<file path="src/rtl/cpu_pkg.sv">
// Shared definitions for the 16-bit multi-cycle CPU: opcodes, ALU codes,
// instruction field positions, control-FSM states and PC source encodings.
package cpu_pkg;

   localparam int INSTR_W = 16;

   localparam int OPC_MSB  = 15;
   localparam int OPC_LSB  = 13;
   localparam int FUNC_MSB = 3;
   localparam int FUNC_LSB = 0;

   localparam logic [2:0] OP_RTYPE = 3'b000;
   localparam logic [2:0] OP_ADDI  = 3'b001;
   localparam logic [2:0] OP_LW    = 3'b010;
   localparam logic [2:0] OP_SW    = 3'b011;
   localparam logic [2:0] OP_BEQ   = 3'b100;
   localparam logic [2:0] OP_J     = 3'b101;
   localparam logic [2:0] OP_ILL   = 3'b110;
   localparam logic [2:0] OP_HALT  = 3'b111;

   localparam logic [2:0] ALU_ADD = 3'b000;
   localparam logic [2:0] ALU_SUB = 3'b001;
   localparam logic [2:0] ALU_AND = 3'b100;
   localparam logic [2:0] ALU_OR  = 3'b101;
   localparam logic [2:0] ALU_NOT = 3'b110;
   localparam logic [2:0] ALU_XOR = 3'b111;

   localparam logic [1:0] PC_SRC_INC    = 2'b00;
   localparam logic [1:0] PC_SRC_BRANCH = 2'b01;
   localparam logic [1:0] PC_SRC_JUMP   = 2'b10;

   typedef enum logic [2:0] {
      S_IDLE,
      S_FETCH,
      S_DECODE,
      S_EXEC,
      S_MEM,
      S_WB,
      S_HALT
   } state_e;

   function automatic logic [2:0] instr_opcode(input logic [INSTR_W-1:0] instr);
      return instr[OPC_MSB:OPC_LSB];
   endfunction

   function automatic logic [3:0] instr_func(input logic [INSTR_W-1:0] instr);
      return instr[FUNC_MSB:FUNC_LSB];
   endfunction

endpackage

</file>
<file path="src/rtl/cpu_mc_ctrl_if.sv">
// Control bundle between the multi-cycle controller and the CPU datapath:
// IR/flag inputs, the shared memory handshake and all datapath strobes.
interface cpu_mc_ctrl_if;
   import cpu_pkg::*;

   logic [INSTR_W-1:0] instr;
   logic               zero;
   logic               mem_ready;
   logic               mem_req;
   logic               mem_we;
   logic               mem_addr_sel;
   logic               ir_we;
   logic               pc_we;
   logic [1:0]         pc_src;
   logic               alu_src_b;
   logic [2:0]         alu_code;
   logic               rf_we;
   logic               rf_dst_sel;
   logic               rf_wdata_sel;

   modport master (
      input  instr, zero, mem_ready,
      output mem_req, mem_we, mem_addr_sel, ir_we, pc_we, pc_src,
             alu_src_b, alu_code, rf_we, rf_dst_sel, rf_wdata_sel
   );

   modport slave (
      output instr, zero, mem_ready,
      input  mem_req, mem_we, mem_addr_sel, ir_we, pc_we, pc_src,
             alu_src_b, alu_code, rf_we, rf_dst_sel, rf_wdata_sel
   );

endinterface

</file>
<file path="src/rtl/alu_func_decode.sv">
// R-type func field to ALU operation; flags func codes with no ALU operation.
module alu_func_decode
   import cpu_pkg::*;
(
   input  logic [3:0] func_i,
   output logic [2:0] alu_code_o,
   output logic       func_illegal_o
);

   // NOTE: every output gets a default before the case so no path leaves it
   // unassigned, which would otherwise infer a latch.
   always_comb begin
      alu_code_o     = ALU_ADD;
      func_illegal_o = 1'b0;
      case (func_i)
         4'b0000: alu_code_o = ALU_ADD;
         4'b0001: alu_code_o = ALU_SUB;
         4'b0100: alu_code_o = ALU_AND;
         4'b0101: alu_code_o = ALU_OR;
         4'b0110: alu_code_o = ALU_NOT;
         4'b0111: alu_code_o = ALU_XOR;
         default: func_illegal_o = 1'b1;
      endcase
   end

endmodule

</file>
<file path="src/rtl/cpu_mc_ctrl.sv">
// Multi-cycle control FSM: sequences fetch/decode/execute/memory/writeback,
// owns the shared memory port with a bounded req/ready wait.
module cpu_mc_ctrl
   import cpu_pkg::*;
#(
   parameter int MEM_TIMEOUT = 8,
   parameter int CNT_W       = 16
) (
   input  logic             clk,
   input  logic             rst_n,
   cpu_mc_ctrl_if.master    ctl,
   output logic             halted,
   output logic             illegal,
   output logic             bus_err,
   output logic [CNT_W-1:0] retired
);

   localparam int TMO_W = $clog2(MEM_TIMEOUT + 1);

   state_e             state_q, state_d;
   logic [TMO_W-1:0]   tmo_q, tmo_d;
   logic               illegal_q, illegal_d;
   logic               bus_err_q, bus_err_d;
   logic [CNT_W-1:0]   retired_q, retired_d;

   logic [2:0]         opcode;
   logic [3:0]         func;
   logic [2:0]         rtype_code;
   logic               func_illegal;
   logic [2:0]         exec_code;
   logic               exec_src_b;
   logic               waiting;
   logic               timeout;
   logic               retire;
   logic               unused_instr_fields;

   assign opcode              = instr_opcode(ctl.instr);
   assign func                = instr_func(ctl.instr);
   assign unused_instr_fields = ^ctl.instr[OPC_LSB-1:FUNC_MSB+1];

   alu_func_decode u_func_dec (
      .func_i         (func),
      .alu_code_o     (rtype_code),
      .func_illegal_o (func_illegal)
   );

   // ALU setup is shared by EXEC and MEM so the memory address stays stable.
   always_comb begin
      exec_code  = ALU_ADD;
      exec_src_b = 1'b0;
      case (opcode)
         OP_RTYPE:              exec_code  = rtype_code;
         OP_ADDI, OP_LW, OP_SW: exec_src_b = 1'b1;
         OP_BEQ:                exec_code  = ALU_SUB;
         default:               ;
      endcase
   end

   assign waiting = ((state_q == S_FETCH) || (state_q == S_MEM)) && !ctl.mem_ready;
   assign timeout = waiting && (tmo_q == TMO_W'(MEM_TIMEOUT - 1));

   // NOTE: sequential state uses non-blocking assignments so every register
   // samples the pre-edge value of the others.
   always_ff @(posedge clk or negedge rst_n) begin
      if (!rst_n) begin
         state_q   <= S_IDLE;
         tmo_q     <= '0;
         illegal_q <= 1'b0;
         bus_err_q <= 1'b0;
         retired_q <= '0;
      end else begin
         state_q   <= state_d;
         tmo_q     <= tmo_d;
         illegal_q <= illegal_d;
         bus_err_q <= bus_err_d;
         retired_q <= retired_d;
      end
   end

   assign retired_d = retire ? retired_q + CNT_W'(1) : retired_q;

   always_comb begin
      state_d   = state_q;
      tmo_d     = '0;
      illegal_d = illegal_q;
      bus_err_d = bus_err_q;
      case (state_q)
         S_IDLE: state_d = S_FETCH;
         S_FETCH, S_MEM: begin
            if (ctl.mem_ready) begin
               if (state_q == S_FETCH)  state_d = S_DECODE;
               else if (opcode == OP_LW) state_d = S_WB;
               else                      state_d = S_FETCH;
            end else if (timeout) begin
               bus_err_d = 1'b1;
               state_d   = S_HALT;
            end else begin
               tmo_d = tmo_q + TMO_W'(1);
            end
         end
         S_DECODE: begin
            case (opcode)
               OP_J:    state_d = S_FETCH;
               OP_HALT: state_d = S_HALT;
               OP_ILL: begin
                  illegal_d = 1'b1;
                  state_d   = S_HALT;
               end
               OP_RTYPE: begin
                  illegal_d = illegal_q | func_illegal;
                  state_d   = func_illegal ? S_HALT : S_EXEC;
               end
               default: state_d = S_EXEC;
            endcase
         end
         S_EXEC: begin
            case (opcode)
               OP_BEQ:       state_d = S_FETCH;
               OP_LW, OP_SW: state_d = S_MEM;
               default:      state_d = S_WB;
            endcase
         end
         S_WB:    state_d = S_FETCH;
         S_HALT:  state_d = S_HALT;
         default: state_d = S_IDLE;
      endcase
   end

   always_comb begin
      ctl.mem_req      = 1'b0;
      ctl.mem_we       = 1'b0;
      ctl.mem_addr_sel = 1'b0;
      ctl.ir_we        = 1'b0;
      ctl.pc_we        = 1'b0;
      ctl.pc_src       = PC_SRC_INC;
      ctl.alu_src_b    = 1'b0;
      ctl.alu_code     = ALU_ADD;
      ctl.rf_we        = 1'b0;
      ctl.rf_dst_sel   = 1'b0;
      ctl.rf_wdata_sel = 1'b0;
      retire           = 1'b0;
      case (state_q)
         S_FETCH: begin
            ctl.mem_req = 1'b1;
            if (ctl.mem_ready) begin
               ctl.ir_we  = 1'b1;
               ctl.pc_we  = 1'b1;
               ctl.pc_src = PC_SRC_INC;
            end
         end
         S_DECODE: begin
            if (opcode == OP_J) begin
               ctl.pc_we  = 1'b1;
               ctl.pc_src = PC_SRC_JUMP;
               retire     = 1'b1;
            end
         end
         S_EXEC: begin
            ctl.alu_code  = exec_code;
            ctl.alu_src_b = exec_src_b;
            if (opcode == OP_BEQ) begin
               retire = 1'b1;
               if (ctl.zero) begin
                  ctl.pc_we  = 1'b1;
                  ctl.pc_src = PC_SRC_BRANCH;
               end
            end
         end
         S_MEM: begin
            ctl.mem_req      = 1'b1;
            ctl.mem_addr_sel = 1'b1;
            ctl.mem_we       = (opcode == OP_SW);
            ctl.alu_code     = exec_code;
            ctl.alu_src_b    = exec_src_b;
            retire           = ctl.mem_ready && (opcode == OP_SW);
         end
         S_WB: begin
            ctl.rf_we        = 1'b1;
            ctl.rf_dst_sel   = (opcode != OP_RTYPE);
            ctl.rf_wdata_sel = (opcode == OP_LW);
            retire           = 1'b1;
         end
         default: ;
      endcase
   end

   assign halted  = (state_q == S_HALT);
   assign illegal = illegal_q;
   assign bus_err = bus_err_q;
   assign retired = retired_q;

endmodule

</file>
<file path="src/flat_wrapper.sv">
// flat-port wrapper written by rule: the top's interface ports become plain ports
module cpu_mc_ctrl_flat import cpu_pkg::*;
#(
   parameter int MEM_TIMEOUT = 8,
   parameter int CNT_W       = 16
)
  (clk, rst_n, halted, illegal, bus_err, retired, ctl_instr, ctl_zero, ctl_mem_ready, ctl_mem_req, ctl_mem_we, ctl_mem_addr_sel, ctl_ir_we, ctl_pc_we, ctl_pc_src, ctl_alu_src_b, ctl_alu_code, ctl_rf_we, ctl_rf_dst_sel, ctl_rf_wdata_sel);
  cpu_mc_ctrl_if ctl_i ();
  input  logic clk;
  input  logic rst_n;
  output logic halted;
  output logic illegal;
  output logic bus_err;
  output logic [CNT_W-1:0] retired;
  input wire logic [$bits(ctl_i.instr)-1:0] ctl_instr;
  input wire logic [$bits(ctl_i.zero)-1:0] ctl_zero;
  input wire logic [$bits(ctl_i.mem_ready)-1:0] ctl_mem_ready;
  output wire logic [$bits(ctl_i.mem_req)-1:0] ctl_mem_req;
  output wire logic [$bits(ctl_i.mem_we)-1:0] ctl_mem_we;
  output wire logic [$bits(ctl_i.mem_addr_sel)-1:0] ctl_mem_addr_sel;
  output wire logic [$bits(ctl_i.ir_we)-1:0] ctl_ir_we;
  output wire logic [$bits(ctl_i.pc_we)-1:0] ctl_pc_we;
  output wire logic [$bits(ctl_i.pc_src)-1:0] ctl_pc_src;
  output wire logic [$bits(ctl_i.alu_src_b)-1:0] ctl_alu_src_b;
  output wire logic [$bits(ctl_i.alu_code)-1:0] ctl_alu_code;
  output wire logic [$bits(ctl_i.rf_we)-1:0] ctl_rf_we;
  output wire logic [$bits(ctl_i.rf_dst_sel)-1:0] ctl_rf_dst_sel;
  output wire logic [$bits(ctl_i.rf_wdata_sel)-1:0] ctl_rf_wdata_sel;
  assign ctl_i.instr = ctl_instr;
  assign ctl_i.zero = ctl_zero;
  assign ctl_i.mem_ready = ctl_mem_ready;
  assign ctl_mem_req = ctl_i.mem_req;
  assign ctl_mem_we = ctl_i.mem_we;
  assign ctl_mem_addr_sel = ctl_i.mem_addr_sel;
  assign ctl_ir_we = ctl_i.ir_we;
  assign ctl_pc_we = ctl_i.pc_we;
  assign ctl_pc_src = ctl_i.pc_src;
  assign ctl_alu_src_b = ctl_i.alu_src_b;
  assign ctl_alu_code = ctl_i.alu_code;
  assign ctl_rf_we = ctl_i.rf_we;
  assign ctl_rf_dst_sel = ctl_i.rf_dst_sel;
  assign ctl_rf_wdata_sel = ctl_i.rf_wdata_sel;
  cpu_mc_ctrl #(.MEM_TIMEOUT(MEM_TIMEOUT), .CNT_W(CNT_W)) u_core (.clk(clk), .rst_n(rst_n), .ctl(ctl_i), .halted(halted), .illegal(illegal), .bus_err(bus_err), .retired(retired));
endmodule
</file>
<file path="config.mk">
export PLATFORM = sky130hd
export DESIGN_NAME = cpu_mc_ctrl_flat
export DESIGN_NICKNAME = d
export VERILOG_FILES = /design/src/rtl/cpu_pkg.sv /design/src/rtl/cpu_mc_ctrl_if.sv /design/src/rtl/alu_func_decode.sv /design/src/rtl/cpu_mc_ctrl.sv /design/src/flat_wrapper.sv
export SDC_FILE = /design/constraint.sdc
export NUM_CORES = 1
export LEC_CHECK = 0
export ABC_AREA = 1
export ABC_CLOCK_PERIOD_IN_PS = 1860
export BUFFER_PORTS_ARGS = -buffer_cell sky130_fd_sc_hd__buf_2
export CORE_AREA = 4 4 63 65
export DETAILED_ROUTE_END_ITERATION = 16
export DIE_AREA = 0 0 67 69
export GPL_ROUTABILITY_DRIVEN = 0
export MAX_ROUTING_LAYER = met4
export PLACE_DENSITY = 0.76
export SLEW_MARGIN = 20
export SYNTH_ARGS = -nofsm -noshare
export SYNTH_HDL_FRONTEND = slang
export SYNTH_SLANG_ARGS = --single-unit
</file>
<file path="constraint.sdc">
create_clock -name clk -period 1.86 [get_ports clk]
set_input_delay 0.372 -clock clk [delete_from_list [all_inputs] [get_ports clk]]
set_output_delay 0.372 -clock clk [all_outputs]
set_load 0.01 [all_outputs]
</file>
# ---- Word level (Yosys, flattened, before mapping)
# Index checks and enable logic that the tools add are counted.
dict set report totals {
  in_bits 20
  output_inout_bits 33
  register_bits 25
  elab_cells 84
}
dict set report classes {
  eq_ne 20
  muxes 36
  n_reduce_logical 19
  addsub 2
  bitwise 2
}
# operator count
set op_table {}
lappend op_table {{3-bit one-hot mux with 5 select lines} 2}
lappend op_table {{3-bit equality test, second input constant} 7}
lappend op_table {{4-bit by 3-bit equality test with 1-bit output, second input constant} 5}
lappend op_table {{3-bit 2-to-1 mux} 6}
lappend op_table {{16-bit by 1-bit adder with 16-bit output, second input constant} 1}
lappend op_table {{1-bit 2-to-1 mux} 16}
lappend op_table {{3-bit by 2-bit equality test with 1-bit output, second input constant} 4}
lappend op_table {{4-bit 2-to-1 mux} 3}
lappend op_table {{3-bit one-hot mux with 2 select lines} 2}
lappend op_table {{2-bit OR reduction} 5}
lappend op_table {{3-bit one-hot mux with 3 select lines} 1}
lappend op_table {{3-bit by 1-bit equality test with 1-bit output, second input constant} 2}
lappend op_table {{3-bit logical NOT} 2}
lappend op_table {{6-bit OR reduction} 1}
lappend op_table {{4-bit by 1-bit adder with 4-bit output, second input constant} 1}
lappend op_table {{4-bit by 1-bit equality test with 1-bit output, second input constant} 1}
lappend op_table {{4-bit logical NOT} 1}
lappend op_table {{2-bit 2-to-1 mux} 2}
lappend op_table {{1-bit one-hot mux with 4 select lines} 1}
lappend op_table {{2-bit one-hot mux with 2 select lines} 1}
lappend op_table {{1-bit logical AND} 3}
lappend op_table {{3-bit by 1-bit inequality test with 1-bit output, second input constant} 1}
lappend op_table {{1-bit one-hot mux with 3 select lines} 1}
lappend op_table {{3-bit AND reduction} 1}
lappend op_table {{9 further kinds} 9}

# ---- Depth between registers and ports, before layout
# Gate-level depths: netlist of run 1.
dict set report depth {
  ltp_word 7
  mapped_depth 9
  depth_no_buf 9
}

# ---- Cells and area by module
# A second synthesis of run 1 with hierarchy kept.
dict set report unflattened {
  cells_unflattened 265
  area_unflattened_um2 1850.5
}
# mod area_each_um2 seq_area_each_um2 cells_per_inst instances
set modules_own_cells {}
lappend modules_own_cells {cpu_mc_ctrl 1815.5 625.6 256 1}
lappend modules_own_cells {alu_func_decode 35.0 0.0 9 1}

# ---- Worst setup path before layout of run 1
# No wires, ideal clock.
dict set report synth_path {
  kind {input-to-output}
  startpoint {input ctl_instr[13]}
  endpoint {output ctl_alu_code[2]}
  cell_stages 5
  t_arrival_ps 1171
  path_buffers 0
  path_slack_ps 317
  t_required_ps 1488
  path_cell_list {inv_1 nand2_1 nor2_1 inv_1 nor4_1}
}
dict set report synth_between {
  elab_chain_len 3
  elab_cells_between_ends 4
  classes_between {eq/ne: 1; mux: 2; reduce/logical: 1}
}
# item line_no
set synth_rtl {}
lappend synth_rtl {{start: declaration} flat_wrapper.sv:15} ;# input wire logic [$bits(ctl_i.instr)-1:0] ctl_instr;
lappend synth_rtl {{3-bit equality test or 3-bit logical NOT (tied branches)} cpu_mc_ctrl.sv:51} ;# case (opcode)
lappend synth_rtl {{3-bit one-hot mux with 2 select lines *} cpu_mc_ctrl.sv:51}
lappend synth_rtl {{3-bit 2-to-1 mux *} cpu_mc_ctrl.sv:142} ;# case (state_q)
lappend synth_rtl {{end: declaration} flat_wrapper.sv:25} ;# output wire logic [$bits(ctl_i.alu_code)-1:0] ctl_alu_code;
# Mark *: on every way between the ends. The rest lies on a longest branch, timed or not.

# ---- Worst setup path in the final report of run 1
dict set report layout_path {
  startpoint {register u_core.state_q[1]}
  endpoint {output ctl_rf_we}
}
dict set report layout_between {
  elab_chain_len 2
}
# item line_no
set layout_rtl {}
lappend layout_rtl {{start: declaration} cpu_mc_ctrl.sv:20} ;# state_e state_q, state_d;
lappend layout_rtl {{start signal: assignment} cpu_mc_ctrl.sv:72} ;# state_q <= state_d;
lappend layout_rtl {{3-bit equality test} cpu_mc_ctrl.sv:142}
lappend layout_rtl {{1-bit 2-to-1 mux} cpu_mc_ctrl.sv:142}
lappend layout_rtl {{end: declaration} flat_wrapper.sv:26} ;# output wire logic [$bits(ctl_i.rf_we)-1:0] ctl_rf_we;
# No other way between the ends.

==> qor.json, run 1 <==
{
  "outcome": {
    "run_status": "finished clean"
  },
  "layout": {
    "most-common-layout-cells": "78 x sky130_fd_sc_hd__nand2_1, 43 x sky130_fd_sc_hd__buf_2, 29 x sky130_fd_sc_hd__nand3_1, 28 x sky130_fd_sc_hd__nor2_1, 23 x sky130_fd_sc_hd__dfrtp_1",
    "finish.net_count": 313,
    "core_occupancy_in_the_finished_layout_pct": 62.05,
    "post_route_cells_drive_above_1_share_pct": 27.93,
    "diodes": 0,
    "layout.filler_cells": 300,
    "syn2layout_area_growth_pct": 26.24,
    "layout_commonest_cell": "sky130_fd_sc_hd__nand2_1",
    "fin_area_um2": 2071
  },
  "clock_tree": {
    "cts.root.buffer_cell": "sky130_fd_sc_hd__clkbuf_4",
    "cts_num_sinks": 25,
    "path_clk_slew_ps": 130,
    "cts_hold_buf": 0,
    "cts-root-to-sink-buffers": 2,
    "clock_insertion_delay_worst_skew_ps": 320,
    "cts_buf_count": 3,
    "cts_tree": "done",
    "cts_htree_levels": 1
  },
  "detailed_routing": {
    "vias": 1666,
    "drt_first_pass_iters": 4,
    "drt_iter0_markers": 83,
    "wl_per_cell_um": 11.76,
    "drt_wl_total_um": 3953,
    "routed_via_density": 4.958,
    "drc": 0,
    "antenna_violation_net_count_after_detailed_routing": 0
  },
  "floorplan": {
    "die_height_um": 69,
    "i_o_pin_cnt": 53,
    "dieWidth_um": 67,
    "core.rowCount": 21,
    "area_enclosed_by_the_die_boundary_um2": 4623,
    "start_util_pct": 49.16,
    "core_area_um2": 3337
  },
  "power": {
    "power.density_nw_per_um2": 962.4,
    "power.ir.vdd_worst_v": 0.0005444,
    "cellLeakagePower_nw": 1.148
  },
  "logic_synthesis": {
    "netlist_top_cells_area": "sky130_fd_sc_hd__dfrtp_1 38%, sky130_fd_sc_hd__nand2_1 19%, sky130_fd_sc_hd__nand3_1 9.5%",
    "synth.top_cell.area_share_pct": 38.14,
    "synth_warnings": 0,
    "synth_enable_flop_cells": 0,
    "yosys.cell_types.count": 26,
    "syn_area_per_cell_um2": 6.921,
    "async_reset_ff_share_pct": 100.0,
    "post-synth-top-area-cell": "sky130_fd_sc_hd__dfrtp_1",
    "postSynthCellCount": 237,
    "synth-seq-area-share_pct": 38.14,
    "ys_seq_elements": 25,
    "postSynthNetCount": 259,
    "synth.cell_area_um2": 1640,
    "synthFlopType": "sky130_fd_sc_hd__dfrtp_1"
  },
  "timing": {
    "tightestPinTransition_ps": 562.1,
    "hold_violations": 0,
    "slew_violations": 0,
    "setup_repair_after_global_routing_missed_its_margin": "yes",
    "min_period_over_period_pct": 97.16,
    "max_freq_mhz": 553.4,
    "setup_viol": 0,
    "final.hold.worst_slack_ps": 20.28,
    "timing.slew.headroom_pct": 62.52,
    "finalClockSkew_ps": 1.856,
    "finalWorstPathRequiredPeriod_ps": 1807
  },
  "worst_setup_path": {
    "worstPathRequired_ps": 1490,
    "crit_path_end_kind": "primary output",
    "worst_case_register_to_register_setup_slack_ps": 250,
    "startpoint_type": "flip-flop",
    "arrival_ps": 1440,
    "worst-path-max-fanout": 4,
    "timing.reg2reg.worst_path_depth": 9,
    "setup.worst_path.class": "flip-flop to primary output"
  },
  "global_routing": {
    "globalRoute.totalOverflow": 0,
    "first_global_vias": 1503,
    "global_route_wire_length_before_repair_um": 6630,
    "antenna_found_initial": 0,
    "grt_max_degree": 26,
    "grt_util_all_layers_pct": 18.16
  },
  "hold_path": {
    "min-delay-path-class": "input pin to async pin"
  },
  "place": {
    "dpl.hpwl_um": 2864,
    "postPlaceCellArea_um2": 1909,
    "placement.io_buffers": 43
  },
  "flow_run": {
    "drv.max_cap_violation_count": 0
  }
}
[report_power, final]
part | switching (mW) | internal [mW] | leakage [nW] | total (mW)
Combinational | 0.625 | 0.381 | 0.799 | 1.01
Sequential | 0.106 | 0.636 | 0.334 | 0.742
Clock | 0.161 | 0.0841 | 0.0150 | 0.245
Total | 0.892 | 1.10 | 1.15 | 1.99
[cells in the mapped netlist, types with 2 or more instances]
library cell / n
sky130_fd_sc_hd__nor2_1: 31
sky130_fd_sc_hd__nand2_1: 83
sky130_fd_sc_hd__inv_2: 2
sky130_fd_sc_hd__xor2_1: 6
sky130_fd_sc_hd__nor3_1: 5
sky130_fd_sc_hd__xnor2_1: 6
sky130_fd_sc_hd__nand4_1: 2
sky130_fd_sc_hd__dfrtp_1: 25
sky130_fd_sc_hd__o21ai_0: 2
sky130_fd_sc_hd__inv_1: 22
sky130_fd_sc_hd__ha_1: 2
sky130_fd_sc_hd__a21oi_1: 6
sky130_fd_sc_hd__buf_4: 2
sky130_fd_sc_hd__nand3_1: 31
[area by class of cell]
class / count / area (um^2) / share of cell area [%]
Tap cell: 46 / 57.56 / 2.779
Multi-Input combinational cell: 185 / 972.2 / 46.95
Inverter: 24 / 92.59 / 4.471
Timing Repair Buffer: 52 / 294.0 / 14.20
Sequential cell: 25 / 628.1 / 30.33
Clock buffer: 4 / 26.28 / 1.269
[critical path: stages (launching register included)]
cell and delay [ps]:
sky130_fd_sc_hd__dfrtp_1 450, sky130_fd_sc_hd__buf_6 150, sky130_fd_sc_hd__nor2_4 140, sky130_fd_sc_hd__nand2_2 100, sky130_fd_sc_hd__inv_1 130, sky130_fd_sc_hd__buf_2 150
[final timing paths]
kind                                    from                end
setup reg to reg           u_core.state_q[1]  u_core.state_q[2]
min in group clk               ctl_instr[13]     u_core.illegal
max in group asynchronous              rst_n  u_core.state_q[0]
hold / removal                         rst_n     u_core.bus_err
setup / recovery           u_core.state_q[1]          ctl_rf_we
hold reg to reg               u_core.bus_err     u_core.bus_err
[stage by stage]
step | cells | power, mW | setup slack (ps) | setup TNS [ps]
2_1_floorplan | 237 | 1.284 | 317.3 | 0
3_3_place_gp | 326 | 1.509 | 210.5 | 0
3_5_place_dp | 326 | 1.530 | 187.8 | 0
4_1_cts | 335 | 1.874 | -6.893 | -14.03
5_1_grt | 336 | 2.147 | -42.79 | -184.1
6_report | 336 | 1.993 | 52.88 | 0
[metal layers]
layer	track usage (%)	wire (um)	vias to the layer above
met1	25.85	1872	752
met5	-	0	-
met2	27.40	1839	49
li1	-	-	860
met4	4.730	52	0
met3	1.948	188	5
[state kept, by name (all words and copies together) (netlist names)]
signal and flops:
u_core.state_q 3, u_core.retired 16, u_core.illegal 1, u_core.bus_err 1
u_core.tmo_q 4
[cell families after synthesis]
group	share of synthesized area, %
AO/OA/AOI/OAI	4.425
XOR/XNOR	6.407
adder cells (fa/ha/maj)	1.525
buffers and inverters	7.094
flip-flops	38.14
AND/OR/NAND/NOR	42.41
[timing repair]
item,CTS,global route
setup endpoints to repair,5,11
buffers inserted,5,1
pin swaps,0,4
gates resized for setup,6,20
No activity file was read; power rests on OpenSTA's default activity.
==> run 2: changes to the inputs <==
--- a/config.mk
+++ b/config.mk
@@ -9,4 +9,5 @@
 export ABC_CLOCK_PERIOD_IN_PS = 1860
 export BUFFER_PORTS_ARGS = -buffer_cell sky130_fd_sc_hd__buf_2
+export CAP_MARGIN = 10
 export CORE_AREA = 4 4 63 65
 export DETAILED_ROUTE_END_ITERATION = 16
==> constraint.sdc (replaced) <==
create_clock -name clk -period 1.86 [get_ports clk]
set_input_delay 0.093 -clock clk [delete_from_list [all_inputs] [get_ports clk]]
set_output_delay 0.093 -clock clk [all_outputs]
set_load 0.01 [all_outputs]
==> run 2 against run 1 <==
  * Die area stayed put
  * Clock skew is 8.2 ps higher
  * Register-to-register slack hardly changed
  * Via count is 2.2% lower
  * Setup slack better by 83 ps
==> qor.json, run 2 (synthesized netlist as in run 1, its figures left out) <==
{
  "floorplan": {
    "core.rowCount": {"value": 21, "change": "unchanged"},
    "die_height": {"value": 69, "unit": "um", "change": "unchanged"},
    "area_enclosed_by_the_die_boundary": {"value": 4623, "unit": "um^2", "change": "unchanged"},
    "start_util": {"value": 49.16, "unit": "%", "change": "unchanged"},
    "core_area": {"value": 3337, "unit": "um^2", "change": "unchanged"},
    "dieWidth": {"value": 67, "unit": "um", "change": "unchanged"},
    "i_o_pin_cnt": {"value": 53, "change": "unchanged"}
  },
  "clock_tree": {
    "cts-root-to-sink-buffers": {"value": 2, "change": "unchanged"},
    "cts_buf_count": {"value": 3, "change": "unchanged"},
    "cts_tree": "done",
    "path_clk_slew": {"value": 140, "unit": "ps", "change": "about the same"},
    "clock_insertion_delay_worst_skew": {"value": 310, "unit": "ps", "change": "about the same"},
    "ctsResizeCount": {"value": 0, "change": "-6"},
    "cts.root.buffer_cell": "sky130_fd_sc_hd__clkbuf_4",
    "cts_num_sinks": {"value": 25, "change": "unchanged"},
    "cts_htree_levels": {"value": 1, "change": "unchanged"}
  },
  "timing": {
    "setup_repair_after_global_routing_missed_its_margin": "yes",
    "hold_violations": {"value": 0, "change": "unchanged"},
    "final.hold.worst_slack": {"value": 91.88, "unit": "ps", "change": "+71.60 ps"},
    "finalWorstPathRequiredPeriod": {"value": 1724, "unit": "ps", "change": "-83.37 ps"},
    "min_period_over_period": {"value": 92.67, "unit": "%", "change": "-4.5 points"},
    "timing.slew.headroom": {"value": 62.77, "unit": "%", "change": "+0.25 points"},
    "setup_viol": {"value": 0, "change": "unchanged"},
    "tightestPinTransition": {"value": 558.4, "unit": "ps", "change": "-3.762 ps"},
    "max_freq": {"value": 580.1, "unit": "MHz", "change": "+4.8%"},
    "slew_violations": {"value": 0, "change": "unchanged"},
    "final.setup.tns": {"value": 0, "unit": "ps", "change": "unchanged"},
    "finalClockSkew": {"value": 10.06, "unit": "ps", "change": "+8.203 ps"}
  },
  "worst_setup_path": {
    "crit_chain": "nor2_1, nand2_1, nand2_1, inv_1, nor4_1, buf_2",
    "worst-path-max-fanout": {"value": 4, "change": "unchanged"},
    "family_with_the_most_delay_on_the_worst_path": "simple AND/OR/NAND/NOR gates",
    "cp-startpoint": "u_core.state_q[1]",
    "cp_num_buf_inv": {"value": 2, "change": "-1"},
    "arrival": {"value": 1630, "unit": "ps", "change": "+190 ps"},
    "regToRegEndpoint": "u_core.retired[11]",
    "most_common_cell_type_on_the_critical_path": "sky130_fd_sc_hd__nand2_1",
    "r2r_start": "u_core.state_q[2]",
    "worst_case_register_to_register_setup_slack": {"value": 250, "unit": "ps", "change": "about the same"},
    "setup.worst_path.class": "flip-flop to primary output",
    "logic_depth_of_the_worst_path_buffers_included": {"value": 6, "change": "+1"},
    "critical_path.max_stage_delay": {"value": 450, "unit": "ps", "change": "about the same"},
    "startpoint_type": "flip-flop",
    "timing.reg2reg.worst_path_depth": {"value": 6, "change": "-3"},
    "critPathCapture": "ctl_alu_code[2]",
    "critical_path.slowest_cell": "sky130_fd_sc_hd__dfrtp_1",
    "crit_path_end_kind": "primary output",
    "worstPathRequired": {"value": 1770, "unit": "ps", "change": "+280 ps"}
  },
  "global_routing": {
    "grt_max_degree": {"value": 26, "change": "unchanged"},
    "first_global_vias": {"value": 1512, "change": "+0.60%"},
    "antenna_found_initial": {"value": 0, "change": "unchanged"},
    "globalRoute.totalOverflow": {"value": 0, "change": "unchanged"},
    "global_route_wire_length_before_repair": {"value": 6713, "unit": "um", "change": "+1.3%"},
    "grt_util_all_layers": {"value": 18.35, "unit": "%", "change": "+0.18 points"}
  },
  "power": {
    "cellLeakagePower": {"value": 1.107, "unit": "nW", "change": "-3.6%"},
    "power.ir.vdd_worst": {"value": 0.0004911, "unit": "V", "change": "-9.8%"},
    "finalPower": {"value": 1.765, "unit": "mW", "change": "-11%"},
    "power.density": {"value": 910.7, "unit": "nW/um^2", "change": "-5.4%"}
  },
  "detailed_routing": {
    "drc": {"value": 0, "change": "unchanged"},
    "vias": {"value": 1629, "change": "-2.2%"},
    "wl_per_cell": {"value": 11.45, "unit": "um", "change": "-2.7%"},
    "drt_first_pass_iters": {"value": 4, "change": "unchanged"},
    "routed_via_density": {"value": 4.936, "change": "-0.44%"},
    "antenna_violation_net_count_after_detailed_routing": {"value": 0, "change": "unchanged"},
    "drt_wl_total": {"value": 3777, "unit": "um", "change": "-4.5%"},
    "drt_iter0_markers": {"value": 75, "change": "-9.6%"}
  },
  "place": {
    "dpl.hpwl": {"value": 2986, "unit": "um", "change": "+4.3%"},
    "postPlaceCellArea": {"value": 1902, "unit": "um^2", "change": "-0.39%"},
    "placement.io_buffers": {"value": 43, "change": "unchanged"}
  },
  "layout": {
    "core_occupancy_in_the_finished_layout": {"value": 58.08, "unit": "%", "change": "-4.0 points"},
    "most-common-layout-cells": "83 x sky130_fd_sc_hd__nand2_1, 43 x sky130_fd_sc_hd__buf_2, 31 x sky130_fd_sc_hd__nor2_1, 31 x sky130_fd_sc_hd__nand3_1, 25 x sky130_fd_sc_hd__dfrtp_1",
    "post_route_cells_drive_above_1_share": {"value": 20.07, "unit": "%", "change": "-7.9 points"},
    "layout.filler_cells": {"value": 329, "change": "+9.7%"},
    "syn2layout_area_growth_pct": 18.15,
    "diodes": {"value": 0, "change": "unchanged"},
    "largest_register_ff_count": {"value": 16, "change": "unchanged"},
    "fin_area": {"value": 1938, "unit": "um^2", "change": "-6.4%"},
    "finish.net_count": {"value": 307, "change": "-1.9%"},
    "layout_commonest_cell": "sky130_fd_sc_hd__nand2_1"
  },
  "flow_run": {
    "drv.max_cap_violation_count": {"value": 0, "change": "unchanged"}
  },
  "hold_path": {
    "min-delay-path-class": "input pin to flip-flop"
  },
  "outcome": {
    "run_status": "finished clean"
  }
}
-- run 2: area by class of cell --
| class | instances | area (um^2) | share of cell area [%] |
|---|---|---|---|
| clock buffer | 4 | 26.28 | 1.356 |
| inverter | 24 | 90.09 | 4.648 |
| multi-input combinational | 185 | 898.4 | 46.35 |
| sequential | 25 | 625.6 | 32.28 |
| tap | 46 | 57.56 | 2.970 |
| timing repair buffer | 46 | 240.2 | 12.40 |
-- run 2: tightest hold or removal path, stage by stage --
cell,delay [ps]
sky130_fd_sc_hd__buf_2,110
sky130_fd_sc_hd__a21oi_1,40
sky130_fd_sc_hd__nand3_1,70
sky130_fd_sc_hd__o21bai_1,70
-- run 2: what timing repair did --
item,in CTS,in global routing
endpoints found under the hold margin,25,0
setup buffers,0,0
setup endpoints to repair,0,1
hold buffers,1,0
-- run 2: where the power goes --
part | internal [mW] | switching, mW | leakage (nW) | total (mW)
sequential | 0.632 | 0.108 | 0.336 | 0.739
clock | 0.0837 | 0.156 | 0.0150 | 0.240
combinational | 0.269 | 0.517 | 0.755 | 0.786
-- run 2: worst min-delay path by stage --
stage	start	endpoint	slack [ps]	depth (start not counted)
finish	ctl_instr[13]	u_core.illegal	90	4
CTS	ctl_instr[13]	u_core.illegal	80	4
global route	ctl_instr[13]	u_core.illegal	90	4
global placement	rst_n	u_core.bus_err	120	1
detailed placement	rst_n	u_core.bus_err	120	1
floorplan	rst_n	u_core.bus_err	-200	0
-- run 2: metal layers --
| metal | vias to the layer above | GRT usage [%] | wire length [um] |
|---|---|---|---|
| li1 | 847 | - | - |
| met1 | 736 | 26.21 | 1818 |
| met2 | 44 | 27.62 | 1733 |
| met3 | 2 | 1.948 | 189 |
| met4 | 0 | 4.730 | 36 |
| met5 | - | - | 0 |
-- run 2: per-stage QoR --
stage	worst slack, ps	instances
3_3_place_gp	294.0	325
2_1_floorplan	470.6	237
6_report	136.3	330
3_5_place_dp	265.2	325
5_1_grt	-0.9243	330
4_1_cts	133.5	330
